[src/rtl/i2c_slave_responder.sv]
`default_nettype none
// ============================================================================
// Module   : i2c_slave_responder
// Purpose  : I2C target. SCL/SDA are oversampled with MCLK (no clock
//            stretching). The block detects START / repeated START / STOP,
//            matches a 7-bit address and ACKs it. Write bytes are handed to
//            the host on RX_DATA/RX_VALID. Read bytes are fetched from the
//            host through the TX_REQ/TX_DATA handshake.
// Ports    : MCLK      system clock, at least 8x SCL
//            nRST      asynchronous active-low reset
//            SRST      synchronous reset, same effect as nRST
//            SCL_IN    raw bus clock pin
//            SDA_IN    raw bus data pin
//            SDA_OUT   open-drain control (0 = pull low, 1 = release)
//            RX_ACK    1 = ACK received data bytes, 0 = NACK them
//            TX_DATA   next read byte, loaded at the SCL fall after TX_REQ
//            RX_DATA   last received write byte
//            RX_VALID  1-cycle pulse, RX_DATA updated
//            TX_REQ    1-cycle pulse requesting the next TX_DATA
//            ADDR_HIT  1-cycle pulse on address match
//            RW        R/W bit of the last matched address (1 = read)
//            START_DET 1-cycle pulse on START / repeated START
//            STOP_DET  1-cycle pulse on STOP
//            BUSY      high from START until STOP
//            STATUS    current state code
// Revision : 1.0 - initial release
// ============================================================================
module i2c_slave_responder #(
  parameter logic [6:0] ADDR = 7'h68
) (
  input  logic       MCLK,
  input  logic       nRST,
  input  logic       SRST,
  input  logic       SCL_IN,
  input  logic       SDA_IN,
  output logic       SDA_OUT,
  input  logic       RX_ACK,
  input  logic [7:0] TX_DATA,
  output logic [7:0] RX_DATA,
  output logic       RX_VALID,
  output logic       TX_REQ,
  output logic       ADDR_HIT,
  output logic       RW,
  output logic       START_DET,
  output logic       STOP_DET,
  output logic       BUSY,
  output logic [2:0] STATUS
);

  typedef enum logic [2:0] {
    S_IDLE     = 3'd0,
    S_ADDR     = 3'd1,
    S_ADDR_ACK = 3'd2,
    S_RX       = 3'd3,
    S_RX_ACK   = 3'd4,
    S_TX       = 3'd5,
    S_TX_ACK   = 3'd6,
    S_IGNORE   = 3'd7
  } state_t;

  // Two-flop synchronizers plus a previous-sample flop for edge detection.
  // These are cleared only by nRST: after SRST the synchronized history stays
  // valid, so releasing SRST mid-transfer cannot fabricate a START or STOP.
  logic [1:0] scl_sync, sda_sync;
  logic       scl_prev, sda_prev;

  always_ff @(posedge MCLK or negedge nRST) begin
    if (!nRST) begin
      scl_sync <= 2'b11;
      sda_sync <= 2'b11;
      scl_prev <= 1'b1;
      sda_prev <= 1'b1;
    end else begin
      scl_sync <= {scl_sync[0], SCL_IN};
      sda_sync <= {sda_sync[0], SDA_IN};
      scl_prev <= scl_sync[1];
      sda_prev <= sda_sync[1];
    end
  end

  logic scl, sda;
  logic start_cond, stop_cond, scl_rise, scl_fall;

  assign scl        = scl_sync[1];
  assign sda        = sda_sync[1];
  assign start_cond = scl_prev & scl & sda_prev & ~sda;
  assign stop_cond  = scl_prev & scl & ~sda_prev & sda;
  assign scl_rise   = ~scl_prev & scl;
  assign scl_fall   = scl_prev & ~scl;

  state_t     state, state_n;
  logic [3:0] bit_cnt, bit_cnt_n;
  logic [7:0] shift, shift_n;
  logic       sda_drv, sda_drv_n;
  logic [7:0] rx_data_n;
  logic       rx_valid_n, tx_req_n, addr_hit_n, rw_n;
  logic       start_det_n, stop_det_n, busy_n;

  always_ff @(posedge MCLK or negedge nRST) begin
    if (!nRST) begin
      state     <= S_IDLE;
      bit_cnt   <= 4'd0;
      shift     <= 8'd0;
      sda_drv   <= 1'b1;
      SDA_OUT   <= 1'b1;
      RX_DATA   <= 8'd0;
      RX_VALID  <= 1'b0;
      TX_REQ    <= 1'b0;
      ADDR_HIT  <= 1'b0;
      RW        <= 1'b0;
      START_DET <= 1'b0;
      STOP_DET  <= 1'b0;
      BUSY      <= 1'b0;
    end else if (SRST) begin
      state     <= S_IDLE;
      bit_cnt   <= 4'd0;
      shift     <= 8'd0;
      sda_drv   <= 1'b1;
      SDA_OUT   <= 1'b1;
      RX_DATA   <= 8'd0;
      RX_VALID  <= 1'b0;
      TX_REQ    <= 1'b0;
      ADDR_HIT  <= 1'b0;
      RW        <= 1'b0;
      START_DET <= 1'b0;
      STOP_DET  <= 1'b0;
      BUSY      <= 1'b0;
    end else begin
      state     <= state_n;
      bit_cnt   <= bit_cnt_n;
      shift     <= shift_n;
      sda_drv   <= sda_drv_n;
      // Extra stage: the pin follows the FSM decision one cycle later.
      SDA_OUT   <= sda_drv;
      RX_DATA   <= rx_data_n;
      RX_VALID  <= rx_valid_n;
      TX_REQ    <= tx_req_n;
      ADDR_HIT  <= addr_hit_n;
      RW        <= rw_n;
      START_DET <= start_det_n;
      STOP_DET  <= stop_det_n;
      BUSY      <= busy_n;
    end
  end

  always_comb begin
    state_n     = state;
    bit_cnt_n   = bit_cnt;
    shift_n     = shift;
    sda_drv_n   = sda_drv;
    rx_data_n   = RX_DATA;
    rw_n        = RW;
    busy_n      = BUSY;
    rx_valid_n  = 1'b0;
    tx_req_n    = 1'b0;
    addr_hit_n  = 1'b0;
    start_det_n = 1'b0;
    stop_det_n  = 1'b0;

    if (start_cond) begin
      state_n     = S_ADDR;
      bit_cnt_n   = 4'd0;
      sda_drv_n   = 1'b1;
      busy_n      = 1'b1;
      start_det_n = 1'b1;
    end else if (stop_cond) begin
      state_n    = S_IDLE;
      sda_drv_n  = 1'b1;
      busy_n     = 1'b0;
      stop_det_n = 1'b1;
    end else begin
      case (state)
        S_ADDR: begin
          // The fall that completes the START itself arrives with bit_cnt 0
          // and is ignored here.
          if (scl_rise) begin
            shift_n   = {shift[6:0], sda};
            bit_cnt_n = bit_cnt + 4'd1;
          end else if (scl_fall && bit_cnt == 4'd8) begin
            if (shift[7:1] == ADDR) begin
              sda_drv_n  = 1'b0;
              addr_hit_n = 1'b1;
              rw_n       = shift[0];
              state_n    = S_ADDR_ACK;
            end else begin
              state_n = S_IGNORE;
            end
          end
        end
        S_ADDR_ACK: begin
          if (scl_rise) begin
            tx_req_n = RW;
          end else if (scl_fall) begin
            bit_cnt_n = 4'd0;
            if (RW) begin
              shift_n   = TX_DATA;
              sda_drv_n = TX_DATA[7];
              state_n   = S_TX;
            end else begin
              sda_drv_n = 1'b1;
              state_n   = S_RX;
            end
          end
        end
        S_RX: begin
          if (scl_rise) begin
            shift_n   = {shift[6:0], sda};
            bit_cnt_n = bit_cnt + 4'd1;
            if (bit_cnt == 4'd7) begin
              rx_data_n  = {shift[6:0], sda};
              rx_valid_n = 1'b1;
            end
          end else if (scl_fall && bit_cnt == 4'd8) begin
            sda_drv_n = ~RX_ACK;
            state_n   = S_RX_ACK;
          end
        end
        S_RX_ACK: begin
          if (scl_fall) begin
            sda_drv_n = 1'b1;
            bit_cnt_n = 4'd0;
            state_n   = S_RX;
          end
        end
        S_TX: begin
          // shift[7] is already on the bus; each fall advances one bit until
          // all eight have been clocked out by the master.
          if (scl_rise) begin
            bit_cnt_n = bit_cnt + 4'd1;
          end else if (scl_fall) begin
            if (bit_cnt == 4'd8) begin
              sda_drv_n = 1'b1;
              bit_cnt_n = 4'd0;
              state_n   = S_TX_ACK;
            end else begin
              shift_n   = {shift[6:0], 1'b0};
              sda_drv_n = shift[6];
            end
          end
        end
        S_TX_ACK: begin
          // A NACK leaves on the rise, so a fall seen here always follows ACK.
          if (scl_rise) begin
            if (sda) begin
              state_n = S_IGNORE;
            end else begin
              tx_req_n = 1'b1;
            end
          end else if (scl_fall) begin
            shift_n   = TX_DATA;
            sda_drv_n = TX_DATA[7];
            bit_cnt_n = 4'd0;
            state_n   = S_TX;
          end
        end
        default: begin
          sda_drv_n = 1'b1;
        end
      endcase
    end
  end

  assign STATUS = state;

endmodule
`default_nettype wire

[config.mk]
export PLATFORM = sky130hd
export DESIGN_NAME = i2c_slave_responder
export DESIGN_NICKNAME = d
export VERILOG_FILES = /design/src/rtl/i2c_slave_responder.sv
export SDC_FILE = /design/constraint.sdc
export NUM_CORES = 1
export LEC_CHECK = 0
export ABC_AREA = 1
export CORE_UTILIZATION = 34
export DETAILED_ROUTE_END_ITERATION = 7
export PLACE_DENSITY = 0.58
export SLEW_MARGIN = 25
export SYNTH_ARGS = -nofsm -noshare
export SYNTH_HDL_FRONTEND = slang
export SYNTH_SLANG_ARGS = --single-unit
[constraint.sdc]
create_clock -name MCLK -period 4.3 [get_ports MCLK]
set_input_delay 0.86 -clock MCLK [delete_from_list [all_inputs] [get_ports MCLK]]
set_output_delay 0.86 -clock MCLK [all_outputs]
set_load 0.005 [all_outputs]
==> flow_summary.ini <==
[cts]
cts_root_buf = clkbuf_8
cts_buffer_depth = 2
clk_latency_ns = 0.31
cts_hold_buffers = 0
cts_max_level = 2
cts_resized = 0
clock_sinks = 38
clk_pin_slew_ns = 0.07
cts_made_buffers = 5
post_cts_buffers = 0
cts_tree = yes

[route]
wl_per_cell_um = 13.8
drtIter0Drc = 152
routed_wl_um = 5350
vias = 1886
ant_nets = 0
via_per_inst = 4.89
drcViolationCount = 2
first_pass_iters = 6

[critical_path]
cp-start-kind = input pin
cp_common_cell = nand2_1
arrival_ns = 2.95
required_ns = 4.48
cp_max_fo = 16
crit_slowest_cell = clkdlybuf4s50_1
cp_cell_sequence = clkdlybuf4s50_1, inv_1, nand2_1, nor2_1, nor3_4, nand3_4, nand2_1, o21ai_2
cp_top_family = buffers and inverters
worstSetupPathType = in2reg
crit_path_end_kind = flop
critical_path_buf_inv_count = 2
slowest_delay_ns = 0.80

[logic_synthesis]
muxShareOfSynthArea_pct = 0
syn_area_per_cell_sq_um = 8.07
yosys.area_share.simple_pct = 32.3
ys_warn_count = 0
synth_compound_area_share_pct = 13.0
ys_ff_latch = 38
ys_seq_area_share_pct = 43.3
synth-edff-count = 0
synth_nets = 294
synth_area_sq_um = 2220
ys.flop_type = dfrtp_1
synthCells = 275
synthArstFlopShare_pct = 100
synth_commonest_cells = nand2_1 (72), dfrtp_1 (30), inv_1 (28), nand3_1 (24), nor2_1 (16)
synth.largest_area_cell = dfrtp_1
synthAdderAreaFrac_pct = 2.82
synth_cell_types = 33
post_synth_xor_area_fraction_pct = 0.395
synth_top_area_share_pct = 33.8
post-synth-top-count-cell = nand2_1
synth_top_family_by_area = simple AND/OR/NAND/NOR gates
synthTopCellsByArea = dfrtp_1 (34%), nand2_1 (12%), dfstp_2 (9.5%), nand3_1 (5.4%), inv_1 (4.7%)

[placement]
dpl.hpwl_um = 3960
gp_congestion = 0.872
numPortBuffers = 32

[sta]
worst_pin_slew_ns = 0.856
slew_viol_final = 0
fin_crit_sh_pct = 64.5
fin_skew_ns = 0.0167
tns_ns = 0
maxSlewHeadroom_pct = 42.9
fin_crit_ns = 2.77
fmax_mhz = 360
setup_violations = 0
hold_viol = 0
rsz0062_at_grt = false

[status]
status = finished, violations left
violations = design-rule violations

[grt]
grt_usage_pct = 16.5
grt_max_degree = 39
grt_overflow = 0
grt_pass1_vias = 1719
antenna_found_initial = 0
grt_first_pass_wirelength_um = 8980

[pwr]
cellLeakagePower_uw = 0.00124
totalPowerFinal_uw = 1400
powerDensity_nw_per_um2 = 525
irDropWorstVdd_v = 0.000205

[flow_run]
cap_violations = 0

[layout]
synthToLayoutAreaGrowth_pct = 20.5
num_antenna_cells = 0
fin_nets = 327
drive_above_1_share_pct = 17.5

[die]
rows = 29
die_h_um = 82.8
start_util_pct = 35.2
coreArea_sq_um = 6310
dieWidth_um = 82.8
io_pins = 33
die-area_sq_um = 6860

[hold_path]
hold_path.class = reg2reg
## power by group
| group | internal (uW) | switching (uW) |
|---|---|---|
| sequential | 438 | 88.8 |
| combinational | 225 | 385 |
| clock | 129 | 138 |
| total | 792 | 612 |
## worst register-to-register path, cell delays in order, from the launching register on
cell     delay (ns)
dfstp_2        0.56
ha_1           0.38
inv_1          0.10
nand3_1        0.09
o21ai_1        0.13
nor3_4         0.16
nand3_4        0.23
nand2_1        0.14
o21ai_2        0.05
## per-layer routing
metal | global-route usage [%] | routed length (um) | vias up
li1 | - | - | 971
met5 | 0 | 0 | -
met4 | 5.17 | 65 | 0
met3 | 3.08 | 194 | 6
met2 | 23.9 | 2250 | 42
met1 | 24.8 | 2840 | 867
## worst paths after layout
kind / endpoint / slack, ns / depth (start not counted) / startpoint
worst min register to register: sda_sync[1] / 0.36 / 0 / sda_sync[0]
min in group asynchronous: STATUS[0] / 0.65 / 1 / nRST
worst min-delay path: sda_sync[1] / 0.36 / 0 / sda_sync[0]
max in group asynchronous: RX_DATA[7] / 3.09 / 1 / nRST
worst max register to register: shift[1] / 2.33 / 8 / scl_sync[1]
worst max-delay path: shift[1] / 1.53 / 8 / SRST
## stage by stage
step / hold WS, ns / instance area (sq um) / setup slack [ns] / utilization, % / std cells
6_report: 0.358 / 2680 / 1.53 / 42.4 / 386
2_1_floorplan: 0.345 / 2220 / 2.47 / - / 275
4_1_cts: 0.360 / 2680 / 1.55 / 42.4 / 386
5_1_grt: 0.362 / 2680 / 1.37 / 42.4 / 386
3_3_place_gp: 0.347 / 2580 / 1.29 / 40.9 / 378
3_5_place_dp: 0.349 / 2580 / 1.23 / 40.9 / 378
## cell type report
class                           count  area [sq um]
Timing Repair Buffer               32           315
Multi-Input combinational cell    197          1080
Fill cell                         657          3640
Clock buffer                        6          82.6
Inverter                           34           130
Sequential cell                    38           961
Tap cell                           77          96.3
Clock inverter                      2          12.5
## layout by cell type, fill, tap and decap left out, types with 2 or more instances in the layout
master / Yosys / final
a21oi_4: 2 / 2
nand3_4: 2 / 2
dfstp_2: 8 / 8
nor2_1: 16 / 16
nor3_1: 12 / 12
nand4_1: 3 / 3
a21oi_1: 10 / 10
nand3_1: 24 / 24
nand2_2: 4 / 4
clkbuf_8: 0 / 6
ha_1: 5 / 5
nand2_1: 72 / 72
nor3_4: 2 / 2
nor2_4: 2 / 2
dfrtp_1: 30 / 30
or2_2: 2 / 2
o21ai_0: 15 / 15
clkdlybuf4s50_1: 0 / 31
nor2_2: 5 / 5
o21ai_2: 9 / 9
inv_1: 28 / 28
inv_2: 5 / 5
o21ai_1: 4 / 4
## sequential cells by signal (all words and copies together), names as in the netlist, 2 cells and up
name / flops
scl_sync: 2
RX_DATA: 8
bit_cnt: 4
sda_sync: 2
STATUS: 3
shift: 8
## logic make-up (layout without fill, tap and decap cells)
group	after synthesis	count (layout)
adder cells (fa/ha/maj)	5	5
XOR/XNOR	1	1
AO/OA/AOI/OAI	44	44
buffers and inverters	40	74
AND/OR/NAND/NOR	147	147
flip-flops	38	38
Note: power is estimated with default switching activity, not from simulation.
